## src/rtl/pico_timer_n_if.sv

```systemverilog
// pico_timer_n_if: PicoBlaze port bus between the processor (master) and the timer bank (slave).
interface pico_timer_n_if;
    logic [7:0] port_id;
    logic [7:0] data_in;
    logic [7:0] data_out;
    logic       write_strobe;
    logic       read_strobe;
    logic       interrupt;
    modport master(output port_id, data_in, write_strobe, read_strobe, input data_out, interrupt);
    modport slave(input port_id, data_in, write_strobe, read_strobe, output data_out, interrupt);
endinterface

```

## src/rtl/pico_timer_n.sv

```systemverilog
// pico_timer_n: bank of down-counting timers on a PicoBlaze port window.
// PICO_TIMER_PRESCALER_EN adds the shared PRESCALE register; without it every cycle is a tick.
module pico_timer_n #(
    parameter logic [7:0] BASE_ADDRESS = 8'h00,
    parameter int         NUM_TIMERS   = 2,
    parameter int         COUNT_WIDTH  = 16
) (
    input logic           clk,
    input logic           reset,
    pico_timer_n_if.slave bus
);
    localparam int NB = COUNT_WIDTH / 8;
    logic [8:0] off;
    logic [3:0] k;
    logic prescale_sel, tick;
    logic [7:0] prescale_rd, rd;
    logic [NUM_TIMERS-1:0] sel, load, exp_now, enable, irq_en, periodic, expired;
    logic [COUNT_WIDTH-1:0] reload [NUM_TIMERS];
    logic [COUNT_WIDTH-1:0] count [NUM_TIMERS];
    logic [COUNT_WIDTH-1:0] snap [NUM_TIMERS];

    // 9-bit offset so ports below the base come out negative instead of wrapping into the window
    assign off = {1'b0, bus.port_id} - {1'b0, BASE_ADDRESS};
    assign k = off[3:0];
    assign prescale_sel = off == 9'(16 * NUM_TIMERS);

    for (genvar i = 0; i < NUM_TIMERS; i++) begin : g_ch
        assign sel[i] = !off[8] && off[7:4] == 4'(i);
        assign load[i] = bus.write_strobe && sel[i] && k == 4'd0 && bus.data_in[3];
        assign exp_now[i] = tick && enable[i] && !load[i] && count[i] == '0;
    end

`ifdef PICO_TIMER_PRESCALER_EN
    logic [7:0] prescale, pcnt;
    assign tick = pcnt == prescale;
    assign prescale_rd = prescale;
    always_ff @(posedge clk or negedge reset) begin
        if (!reset) begin
            prescale <= '0;
            pcnt <= '0;
        end else if (bus.write_strobe && prescale_sel) begin
            prescale <= bus.data_in;
            pcnt <= '0;
        end else begin
            pcnt <= tick ? '0 : pcnt + 8'd1;
        end
    end
`else
    assign tick = 1'b1;
    assign prescale_rd = 8'h00;
`endif

    always_ff @(posedge clk or negedge reset) begin
        if (!reset) begin
            enable <= '0;
            irq_en <= '0;
            periodic <= '0;
            expired <= '0;
            for (int i = 0; i < NUM_TIMERS; i++) begin
                reload[i] <= '0;
                count[i] <= '0;
                snap[i] <= '0;
            end
        end else begin
            for (int i = 0; i < NUM_TIMERS; i++) begin
                if (bus.read_strobe && sel[i] && k == 4'd6)
                    snap[i] <= count[i];
                if (exp_now[i]) begin
                    expired[i] <= 1'b1;
                    if (periodic[i]) count[i] <= reload[i];
                    else enable[i] <= 1'b0;
                end else if (tick && enable[i] && !load[i]) begin
                    count[i] <= count[i] - COUNT_WIDTH'(1);
                end
                // register writes come last so they override the tick update of the same cycle
                if (bus.write_strobe && sel[i]) begin
                    if (k == 4'd0) {periodic[i], irq_en[i], enable[i]} <= bus.data_in[2:0];
                    if (load[i]) count[i] <= reload[i];
                    if (k == 4'd1 && bus.data_in[0] && !exp_now[i]) expired[i] <= 1'b0;
                    for (int j = 0; j < NB; j++)
                        if (k == 4'(j + 2)) reload[i][8*j +: 8] <= bus.data_in;
                end
            end
        end
    end

    always_comb begin
        rd = prescale_sel ? prescale_rd : 8'h00;
        for (int i = 0; i < NUM_TIMERS; i++)
            if (sel[i])
                rd = k == 4'd0 ? {5'b0, periodic[i], irq_en[i], enable[i]} :
                     k == 4'd1 ? {6'b0, enable[i], expired[i]} :
                     k inside {[2:5]} ? 8'(32'(reload[i]) >> {k - 4'd2, 3'b000}) :
                     k == 4'd6 ? count[i][7:0] :
                     k inside {[7:9]} ? 8'(32'(snap[i]) >> {k - 4'd6, 3'b000}) : 8'h00;
    end

    always_ff @(posedge clk or negedge reset) begin
        if (!reset) begin
            bus.data_out <= '0;
            bus.interrupt <= 1'b0;
        end else begin
            bus.data_out <= rd;
            bus.interrupt <= |(expired & irq_en);
        end
    end
endmodule

```

## src/flat_wrapper.sv

```systemverilog
// flat-port wrapper written by rule: the top's interface ports become plain ports
module pico_timer_n_flat 
#(
    parameter logic [7:0] BASE_ADDRESS = 8'h00,
    parameter int         NUM_TIMERS   = 2,
    parameter int         COUNT_WIDTH  = 16
)
  (clk, reset, bus_port_id, bus_data_in, bus_write_strobe, bus_read_strobe, bus_data_out, bus_interrupt);
  pico_timer_n_if bus_i ();
  input logic clk;
  input logic reset;
  input wire logic [$bits(bus_i.port_id)-1:0] bus_port_id;
  input wire logic [$bits(bus_i.data_in)-1:0] bus_data_in;
  input wire logic [$bits(bus_i.write_strobe)-1:0] bus_write_strobe;
  input wire logic [$bits(bus_i.read_strobe)-1:0] bus_read_strobe;
  output wire logic [$bits(bus_i.data_out)-1:0] bus_data_out;
  output wire logic [$bits(bus_i.interrupt)-1:0] bus_interrupt;
  assign bus_i.port_id = bus_port_id;
  assign bus_i.data_in = bus_data_in;
  assign bus_i.write_strobe = bus_write_strobe;
  assign bus_i.read_strobe = bus_read_strobe;
  assign bus_data_out = bus_i.data_out;
  assign bus_interrupt = bus_i.interrupt;
  pico_timer_n #(.BASE_ADDRESS(BASE_ADDRESS), .NUM_TIMERS(NUM_TIMERS), .COUNT_WIDTH(COUNT_WIDTH)) u_core (.clk(clk), .reset(reset), .bus(bus_i));
endmodule
```

## config.mk

```make
export PLATFORM = sky130hd
export DESIGN_NAME = pico_timer_n_flat
export DESIGN_NICKNAME = d
export VERILOG_FILES = /design/src/rtl/pico_timer_n_if.sv /design/src/rtl/pico_timer_n.sv /design/src/flat_wrapper.sv
export SDC_FILE = /design/constraint.sdc
export NUM_CORES = 1
export LEC_CHECK = 0
export ABC_AREA = 1
export CAP_MARGIN = 20
export CORE_MARGIN = 4
export CORE_UTILIZATION = 50
export CTS_CLUSTER_DIAMETER = 150
export DETAILED_ROUTE_END_ITERATION = 8
export GPL_ROUTABILITY_DRIVEN = 0
export HOLD_SLACK_MARGIN = 0.03
export PLACE_DENSITY = 0.7
export RECOVER_POWER = 25
export SLEW_MARGIN = 20
export SYNTH_ARGS = -nofsm -noshare
export SYNTH_HDL_FRONTEND = slang
export SYNTH_SLANG_ARGS = --single-unit
```

## constraint.sdc

```tcl
create_clock -name clk -period 1.6 [get_ports clk]
set_input_delay 0.24 -clock clk [delete_from_list [all_inputs] [get_ports clk]]
set_output_delay 0.24 -clock clk [all_outputs]
set_load 0.01 [all_outputs]
```

# After elaboration in Yosys (flattened, before gate mapping)
# Cells that the tools add are included.
classes:
  addsub: 4
  magnitude_cmp: 4
  n_eq_ne: 5
  shifts: 4
  mux: 36
  bitwise_logic: 1
  reduce_logical: 34
op_table:
  columns: ["op", "n"]
  rows:
  - ["2-to-1 mux 16 bit", 10]
  - ["2-to-1 mux 8 bit", 12]
  - ["right shift 16 x 7 -> 8 bit", 4]
  - ["zero test 16 bit", 2]
  - ["subtractor 16 x 1 -> 16 bit (second input constant)", 2]
  - ["logical AND 1 bit", 19]
  - ["2-to-1 mux 1 bit", 14]
  - ["AND reduction 2 bit", 6]
  - ["== test 4 x 1 -> 1 bit (second input constant)", 2]
  - ["== test 4 x 2 -> 1 bit (second input constant)", 2]
  - ["zero test 4 bit", 2]
  - ["== test 4 x 3 -> 1 bit (second input constant)", 1]
  - [">= comparator 4 x 2 -> 1 bit (second input constant)", 1]
  - [">= comparator 4 x 3 -> 1 bit (second input constant)", 1]
  - ["<= comparator 4 x 3 -> 1 bit (second input constant)", 1]
  - ["<= comparator 4 bit (second input constant)", 1]
  - ["zero test 1 bit", 4]
  - ["subtractor 4 x 2 -> 4 bit (second input constant)", 1]
  - ["subtractor 4 x 3 -> 4 bit (second input constant)", 1]
  - ["bitwise AND 2 bit", 1]
  - ["OR reduction 2 bit", 1]
totals:
  register_bits: 113
  inputBits: 20
  output_inout_bits: 9
  word_cells: 104

# Depth between registers and ports, before layout
# Gate-level depths: netlist of the first run.
logic_depth:
  word_depth: 11
  mapped_depth: 14
  mapped_depth_nobuf: 14

# Worst setup path before layout of the first run
# No wires, ideal clock.
synth_path:
  kind: "flip-flop to flip-flop"
  from: "register u_core.count[16] (netlist name)"
  to: "register u_core.count[17] (netlist name)"
  setup_time_ps: 117
  arrival_ps: 1599
  required_time_ps: 1483
  path_slack_ps: -116
  stages_incl_launch_ff: 13
  n_path_buf: 1
  synth_period_minus_slack_ps: 1716
  cell_sequence: "dfrtp_1 inv_1 ha_1 nand2_1 nor2_1 nand3_1 nor2_1 clkbuf_1 o21ai_0 nand2_1 nand2_1 nand2_1 nand2_1"
synth_between:
  elab_chain_len: 5
  word_cells_on_any_way: 7
  classes_between: "add/sub (1); mux (4); reduce/logical (2)"
synth_rtl:
  columns: ["element", "line_no", "rtl"]
  rows:
  - ["from (decl)", "pico_timer_n.sv:19", "logic [COUNT_WIDTH-1:0] count [NUM_TIMERS];"]
  - ["from (signal, indexed assignment)", "pico_timer_n.sv:70", "if (periodic[i]) count[i] <= reload[i];"]
  - ["from (signal, indexed assignment)", "pico_timer_n.sv:73", "count[i] <= count[i] - COUNT_WIDTH'(1);"]
  - ["from (signal, indexed assignment)", "pico_timer_n.sv:78", "if (load[i]) count[i] <= reload[i];"]
  - ["subtractor 16 x 1 -> 16 bit or zero test 16 bit (tied branches)", "pico_timer_n.sv:73, pico_timer_n.sv:30", null]
  - ["2-to-1 mux 16 bit or logical AND 1 bit (tied branches)", "pico_timer_n.sv:72, pico_timer_n.sv:30", null]
  - ["2-to-1 mux 16 bit (*)", "pico_timer_n.sv:68", "if (exp_now[i]) begin"]
  - ["2-to-1 mux 16 bit", "pico_timer_n.sv:78", null]
  - ["2-to-1 mux 16 bit (*)", "pico_timer_n.sv:76", "if (bus.write_strobe && sel[i]) begin"]
# Mark *: on every way between the ends. The rest lies on a longest branch, timed or not.
# A chain may end at the register's enable or synchronous reset.

# Final worst setup path of the first run
layout_path:
  from: "register u_core.count[0] (netlist name)"
  to: "register u_core.count[0] (netlist name)"
# The elaborated chain is that of the path after synthesis.

==> summary.md, run 1 <==
| Metric | Value |
|---|---|
| Status | finished with violations |
| Failing checks | negative setup slack |
| R2R Path End | u_core.count[0] |
| DRT antenna net count | 0 |
| Root Driver | clkbuf_16 |
| Nets | 1,286 |
| Vias/cell | 5.61 |
| Worst Setup EP | u_core.count[0] |
| R2R depth | 10 |
| Final setup viols | 10 |
| Starting Density | 51.4% |
| TritonCTS clock tree | done |
| Reg2Reg Setup Slack | -0.08 ns |
| Power density over cell area | 1190 nW/µm² |
| Dpl cell area | 8690 µm² |
| Worst-path clk slew | 0.05 ns |
| Most common cell after layout, fill and taps aside | nand2_1 |
| Dpl hpwl | 17,800 µm |
| Worst VDD drop | 0.728 mV |
| CP arrival | 1.98 ns |
| Die Y | 128 µm |
| Drt first-iter violations | 1,077 |
| Crit-path max FO | 4 |
| Die ar. | 16,300 µm² |
| Core area | 13,900 µm² |
| Crit path required time | 1.90 ns |
| Final min period | 1.68 ns |
| Synth warnings | 0 |
| Setup crit start | u_core.count[0] |
| Worst setup EP type | flip-flop |
| Seq cells post-synth | 113 |
| Startpoint Class | flip-flop |
| Power Total | 11.7 mW |
| Port buffer count | 28 |
| CTS max path bufs | 2 |
| Worst Hold Path Cells | 6 |
| DR pass1 iterations | 6 |
| First-pass GRT wire length | 37,900 µm |
| Total of max-cap violations | 0 |
| Final WL | 24,500 µm |
| Leakage power | 4.85 nW |
| Setup ws final | -0.0779 ns |
| Total global-route track usage | 29.7% |
| HP Class | in2reg |
| Area growth syn-to-layout | 36.9% |
| Critical path class | reg2reg |
| Largest net degree at the start of global routing | 47 |
| I/O pin count | 29 |
| Most frequent cells in the layout | nand2_1, buf_4, o21ai_0 |
| Synth Net Count | 1,121 |
| Inserted Clock Buffers | 17 |
| F_max | 596 MHz |
| RSZ-0062 raised after global routing | yes |
| Min Hold Slack | 0.410 ns |
| Count of cell types in the netlist | 35 |
| Vias in the first global route | 7,242 |
| DRC violations left | 0 |
| Vias | 8,157 |
| RR Startpoint | u_core.count[0] |
| Post-Syn Instances | 1,095 |
| Final worst-path cycle share | 105% |
| Relative slew slack | 45.0% |
| Wire per inst | 16.9 µm |
| Final max-slew violation count | 0 |
| Final Hold Fails | 0 |
| Cell Area, Synth | 7160 µm² |
| Mean Syn Cell Area | 6.54 µm² |
| Clk_lat worst skew | 0.42 ns |
| Clock skew | 0.00877 ns |
| Core Rows | 43 |
| Total gr overflow | 0 |
| Sequential area share after synthesis | 39.5% |
| Fillers | 1,121 |
| Worst-Margin Slew | 0.825 ns |
| H-tree depth | 4 |
| Die width | 128 µm |
| Layout cells sized above 1 | 23.1% |
| Initial antenna violation count | 1 |
| Cell area after layout | 9810 µm² |
| Total clock sinks | 113 |
| # diodes | 0 |
## registers in the layout (all words and copies together) (netlist names)
signal                cells
u_core.bus.data_out       8
u_core.count             32
u_core.bus.interrupt      1
u_core.periodic           2
u_core.reload            32
u_core.enable             2
u_core.irq_en             2
u_core.expired            2
u_core.snap              32
## Yosys cell counts
library cell  number  share of area (%)
inv_2              4               0.21
dfrtp_1          113                 39
nor3_1             3               0.21
o21bai_1           2               0.21
ha_1               6                1.0
or2_2              1              0.087
nor2_4             3               0.47
nand3b_1           1               0.10
buf_1              3               0.16
nand2_1          404                 21
a21o_1             1               0.10
nor3_2             1               0.14
nand3_4            1               0.24
a21oi_2            1               0.12
xor2_1             5               0.61
o21ai_0          126                8.8
nor2_1           112                5.9
nand3_1           61                4.3
a31oi_1           26                2.3
nand4_1            8               0.70
buf_6              2               0.31
a21boi_0           1               0.10
nand2_2            1              0.087
a221oi_1           1               0.12
a21oi_1           56                3.9
mux2i_1            1               0.14
nor2_2             5               0.44
nand2_4            3               0.47
clkinv_1           2               0.10
a22o_1             1               0.12
inv_1             94                4.9
o21ai_1            2               0.14
o22ai_1            5               0.44
clkbuf_1          20                1.0
buf_2             19                1.3
## through the flow
stage          setup slack [ns]  std cells  util (%)  setup TNS [ns]
2_1_floorplan           -0.0190       1095         -         -0.0190
3_5_place_dp             -0.562       1407      62.4          -37.62
4_1_cts                 -0.0204       1441      67.0         -0.0204
5_1_grt                  -0.166       1453      70.4           -1.56
6_report                -0.0779       1453      70.4          -0.274
3_3_place_gp             -0.538       1407      62.4          -35.74
## power breakdown
part / internal [mW] / total, mW / switching (mW) / leakage, nW
logic: 1.84 / 4.55 / 2.71 / 3.15
registers: 3.24 / 3.62 / 0.376 / 1.42
clock network: 2.22 / 3.49 / 1.27 / 0.270
## critical path, stage by stage, from the launching register on
cell and delay [ns]:
dfrtp_1 0.38, inv_2 0.09, ha_4 0.14, nand2_2 0.05, nor2_1 0.08, nand3_1 0.11
nor2_4 0.26, buf_6 0.17, nor2_4 0.04, a21oi_2 0.16, a21oi_2 0.08
## cell families (layout without fill, tap and decap cells)
logic type               count (synthesis)  count (layout)  synth area share, %
AND/OR/NAND/NOR                        604             604                 34.3
AO/OA/AOI/OAI                          222             222                 16.4
buffers and inverters                  144             322                 8.09
flip-flops                             113             113                 39.5
adder cells (fa/ha/maj)                  6               6                 1.05
XOR/XNOR                                 5               5                0.612
multiplexers                             1               1                0.140
## metal layers
metal  track usage [%]  share of wire [%]  up-vias
li1                  -                  -     3867
met1              44.0                 42     3771
met2              41.9                 43      466
met3              8.75                 13       51
met4              9.55                2.2        2
met5                 0              0.053        -
## what timing repair did
item	4_1_cts	5_1_grt
hold endpoints to repair	113	0
pin swaps	4	30
gates cloned	0	3
resized for setup	27	106
setup endpoints to repair	44	80
hold buffers	1	0
setup buffers	1	9
## how the worst min path moves through the flow
stage | startpoint | to | slack, ns
after floorplan | reset | u_core.bus.data_out[0] | -0.06
after global placement | reset | u_core.snap[29] | 0.10
after detailed placement | reset | u_core.snap[29] | 0.10
after CTS | reset | u_core.snap[29] | 0.21
after global routing | bus_data_in[7] | u_core.reload[7] | 0.43
final | bus_port_id[4] | u_core.expired[0] | 0.41
## area by class of cell
cell class	instances	area, µm²	area share [%]
Tap cell	180	225	2.30
Clock buffer	28	527	5.37
Multi-Input combinational cell	838	4120	42.1
Sequential cell	113	2840	28.9
Clock inverter	4	22.5	0.230
Timing Repair Buffer	190	1700	17.3
Inverter	100	375	3.83
No activity file was read; power rests on OpenSTA's default activity.
==> run 2: changes to the inputs <==
--- a/config.mk
+++ b/config.mk
@@ -13,7 +13,7 @@
 export DETAILED_ROUTE_END_ITERATION = 8
 export GPL_ROUTABILITY_DRIVEN = 0
 export HOLD_SLACK_MARGIN = 0.03
-export PLACE_DENSITY = 0.7
+export PLACE_DENSITY = 0.68
 export RECOVER_POWER = 25
 export SLEW_MARGIN = 20
 export SYNTH_ARGS = -nofsm -noshare
==> constraint.sdc (replaced) <==
create_clock -name clk -period 2.1 [get_ports clk]
set_input_delay 0.315 -clock clk [delete_from_list [all_inputs] [get_ports clk]]
set_output_delay 0.315 -clock clk [all_outputs]
set_load 0.01 [all_outputs]
==> run 2 against run 1 <==
Net effect: the flow now finishes without violations; non-clock buffer count decreased by 95; core utilization is 7.9 points lower; combinational power fell by 50%; fmax down 13%; clock power down 14%; sequential power decreased by 22%; routed wire length down 8.7%; sequential share of layout area increased by 3.6 points; critical path type unchanged; critical endpoint unchanged.
==> summary.md, run 2 (synthesized netlist as in run 1, its figures left out) <==
| Metric | Value |
|---|---|
| First-pass GRT wire length | 36,500 µm (-3.6%) |
| Vias | 7,551 (-7.4%) |
| Crit path required time | 2.40 ns (+0.50 ns) |
| Initial antenna violation count | 0 (-1) |
| Fin cells | 1,358 (-6.5%) |
| DRT antenna net count | 0 (unchanged) |
| Drt first-iter violations | 914 (-15%) |
| Final max-slew violation count | 0 (unchanged) |
| Worst Hold Path Cells | 2 (-4) |
| Total of max-cap violations | 0 (unchanged) |
| Area growth syn-to-layout | 21.5% |
| Largest registers | u_core.count: 32 flops, u_core.reload: 32 flops, u_core.snap: 32 flops |
| TritonCTS clock tree | done |
| Worst setup EP type | flip-flop |
| I/O pin count | 29 (unchanged) |
| Pre-CTS setup slack | -0.157 ns (+0.404 ns) |
| Relative slew slack | 45.1% (+0.087 points) |
| Setup ws final | 0.173 ns (+0.251 ns) |
| Starting Density | 51.4% (unchanged) |
| R2R Path End | u_core.count[0] |
| Final Hold Fails | 0 (unchanged) |
| Clock skew | 0.00642 ns (-0.00235 ns) |
| Hold_sp | u_core.reload[10] |
| Startpoint Class | flip-flop |
| Layout cells sized above 1 | 10.1% (-13 points) |
| Total gr overflow | 0 (unchanged) |
| Min Hold Slack | 0.475 ns (+0.0654 ns) |
| # diodes | 0 (unchanged) |
| F_max | 519 MHz (-13%) |
| Inserted Clock Buffers | 17 (unchanged) |
| Post-CTS setup buffer count | 0 (-1) |
| Port buffer count | 28 (unchanged) |
| Worst-path clk slew | 0.05 ns (about the same) |
| Root Driver | clkbuf_16 |
| Dpl cells | 1,325 (-5.8%) |
| Dpl hpwl | 16,700 µm (-5.9%) |
| Total clock sinks | 113 (unchanged) |
| Worst VDD drop | 0.643 mV (-12%) |
| Cell area after layout | 8700 µm² (-11%) |
| Final setup viols | 0 (-10) |
| Status | complete, no violations |
| Reg2Reg Setup Slack | 0.17 ns (+0.25 ns) |
| Final core utilization | 62.4% (-7.9 points) |
| Total global-route track usage | 28.7% (-1.0 points) |
| Wire per inst | 16.5 µm (-2.3%) |
| RR Startpoint | u_core.count[0] |
| Die ar. | 16,300 µm² (unchanged) |
| Final worst-path cycle share | 91.8% (-13 points) |
| Vias in the first global route | 6,926 (-4.4%) |
| Largest net degree at the start of global routing | 49 (+4.3%) |
| Final WL | 22,400 µm (-8.7%) |
| Critical path class | reg2reg |
| Setup_tns | 0 ns (+0.274 ns) |
| Most frequent cells in the layout | nand2_1, o21ai_0, dfrtp_1 |
| Nets | 1,191 (-7.4%) |
| H-tree depth | 4 (unchanged) |
| Die Y | 128 µm (unchanged) |
| Most common cell after layout, fill and taps aside | nand2_1 |
| Crit-path max FO | 9 (+5) |
| Vias/cell | 5.56 (-0.95%) |
| DRC violations left | 0 (unchanged) |
| Hold EP | u_core.count[10] |
| CTS max path bufs | 2 (unchanged) |
| DR pass1 iterations | 5 (-1) |
| Dpl cell area | 8090 µm² (-6.9%) |
| Power density over cell area | 927 nW/µm² (-22%) |
| RSZ-0062 raised after global routing | no |
| Worst-Margin Slew | 0.824 ns (-0.00130 ns) |
| CP arrival | 2.22 ns (+0.24 ns) |
| Core area | 13,900 µm² (unchanged) |
| Core Rows | 43 (unchanged) |
| Clk_lat worst skew | 0.42 ns (about the same) |
| HP Class | reg2reg |
| R2R depth | 10 (unchanged) |
| Power Total | 8.07 mW (-31%) |
| Leakage power | 4.32 nW (-11%) |
| Final min period | 1.93 ns (+0.249 ns) |
| Die width | 128 µm (unchanged) |
-- run 2: changes by cell type in the layout (fill, tap and decap cells not counted), moves of 8 or more --
| cell | change |
|---|---|
| a21oi_1 | +11 |
| a21oi_2 | -10 |
| buf_4 | -83 |
| buf_6 | -9 |
| inv_1 | +8 |
| inv_2 | -8 |
| nand2_1 | +19 |
| nand2_2 | -11 |
| nor2_1 | +29 |
| nor2_2 | -20 |
| nor2_4 | -9 |
-- run 2: worst max path at each step --
stage                                start                     end  cells after the start
after floorplan           u_core.count[16]        u_core.count[17]                     12
after global placement      bus_port_id[0]  u_core.bus.data_out[1]                      9
after detailed placement    bus_port_id[2]  u_core.bus.data_out[4]                     12
after CTS                  u_core.count[0]         u_core.count[0]                     10
after global routing      u_core.count[16]        u_core.count[17]                     12
final                      u_core.count[0]         u_core.count[0]                     10
-- run 2: layout make-up --
cell class / instances / area, µm²
fill: 1310 / 5240
multi-input combinational: 838 / 3760
sequential: 113 / 2830
timing repair buffer: 95 / 893
clock buffer: 23 / 488
inverter: 100 / 375
tap: 180 / 225
clock inverter: 9 / 129
-- run 2: worst max-delay path: stages, from the launching register on --
cell and delay [ns]:
dfrtp_1 0.42, inv_1 0.23, ha_1 0.20, nand2_1 0.07
nor2_1 0.12, nand3_1 0.08, nor2_1 0.21, buf_4 0.23
nor2_1 0.05, a21oi_1 0.12, a21oi_1 0.08
-- run 2: per-layer routing --
metal,up-vias,track usage (%),share of wire [%]
met3,35,6.79,10
met1,3474,43.2,46
met5,-,0,0
met2,385,40.5,42
li1,3657,-,-
met4,0,9.74,2.2
-- run 2: power by group --
part           total, mW  internal, mW  leakage (nW)  switching, mW
Sequential          2.83          2.46          1.43          0.363
Clock               2.99          1.98         0.299           1.00
Combinational       2.26         0.758          2.59           1.50
-- run 2: repair_timing --
| action | 4_1_cts | 5_1_grt |
|---|---|---|
| setup endpoints to repair | 0 | 1 |
| gates resized for setup | 0 | 2 |
| endpoints found under the hold margin | 30 | 0 |
| hold buffers | 1 | 0 |
==> run 3: changes to the inputs <==
--- a/config.mk
+++ b/config.mk
@@ -9,7 +9,6 @@
 export CAP_MARGIN = 20
 export CORE_MARGIN = 4
 export CORE_UTILIZATION = 50
-export CTS_CLUSTER_DIAMETER = 150
 export DETAILED_ROUTE_END_ITERATION = 8
 export GPL_ROUTABILITY_DRIVEN = 0
 export HOLD_SLACK_MARGIN = 0.03
==> results of run 3 <==
Final layout, timing and power as in run 2 (identical DEF).
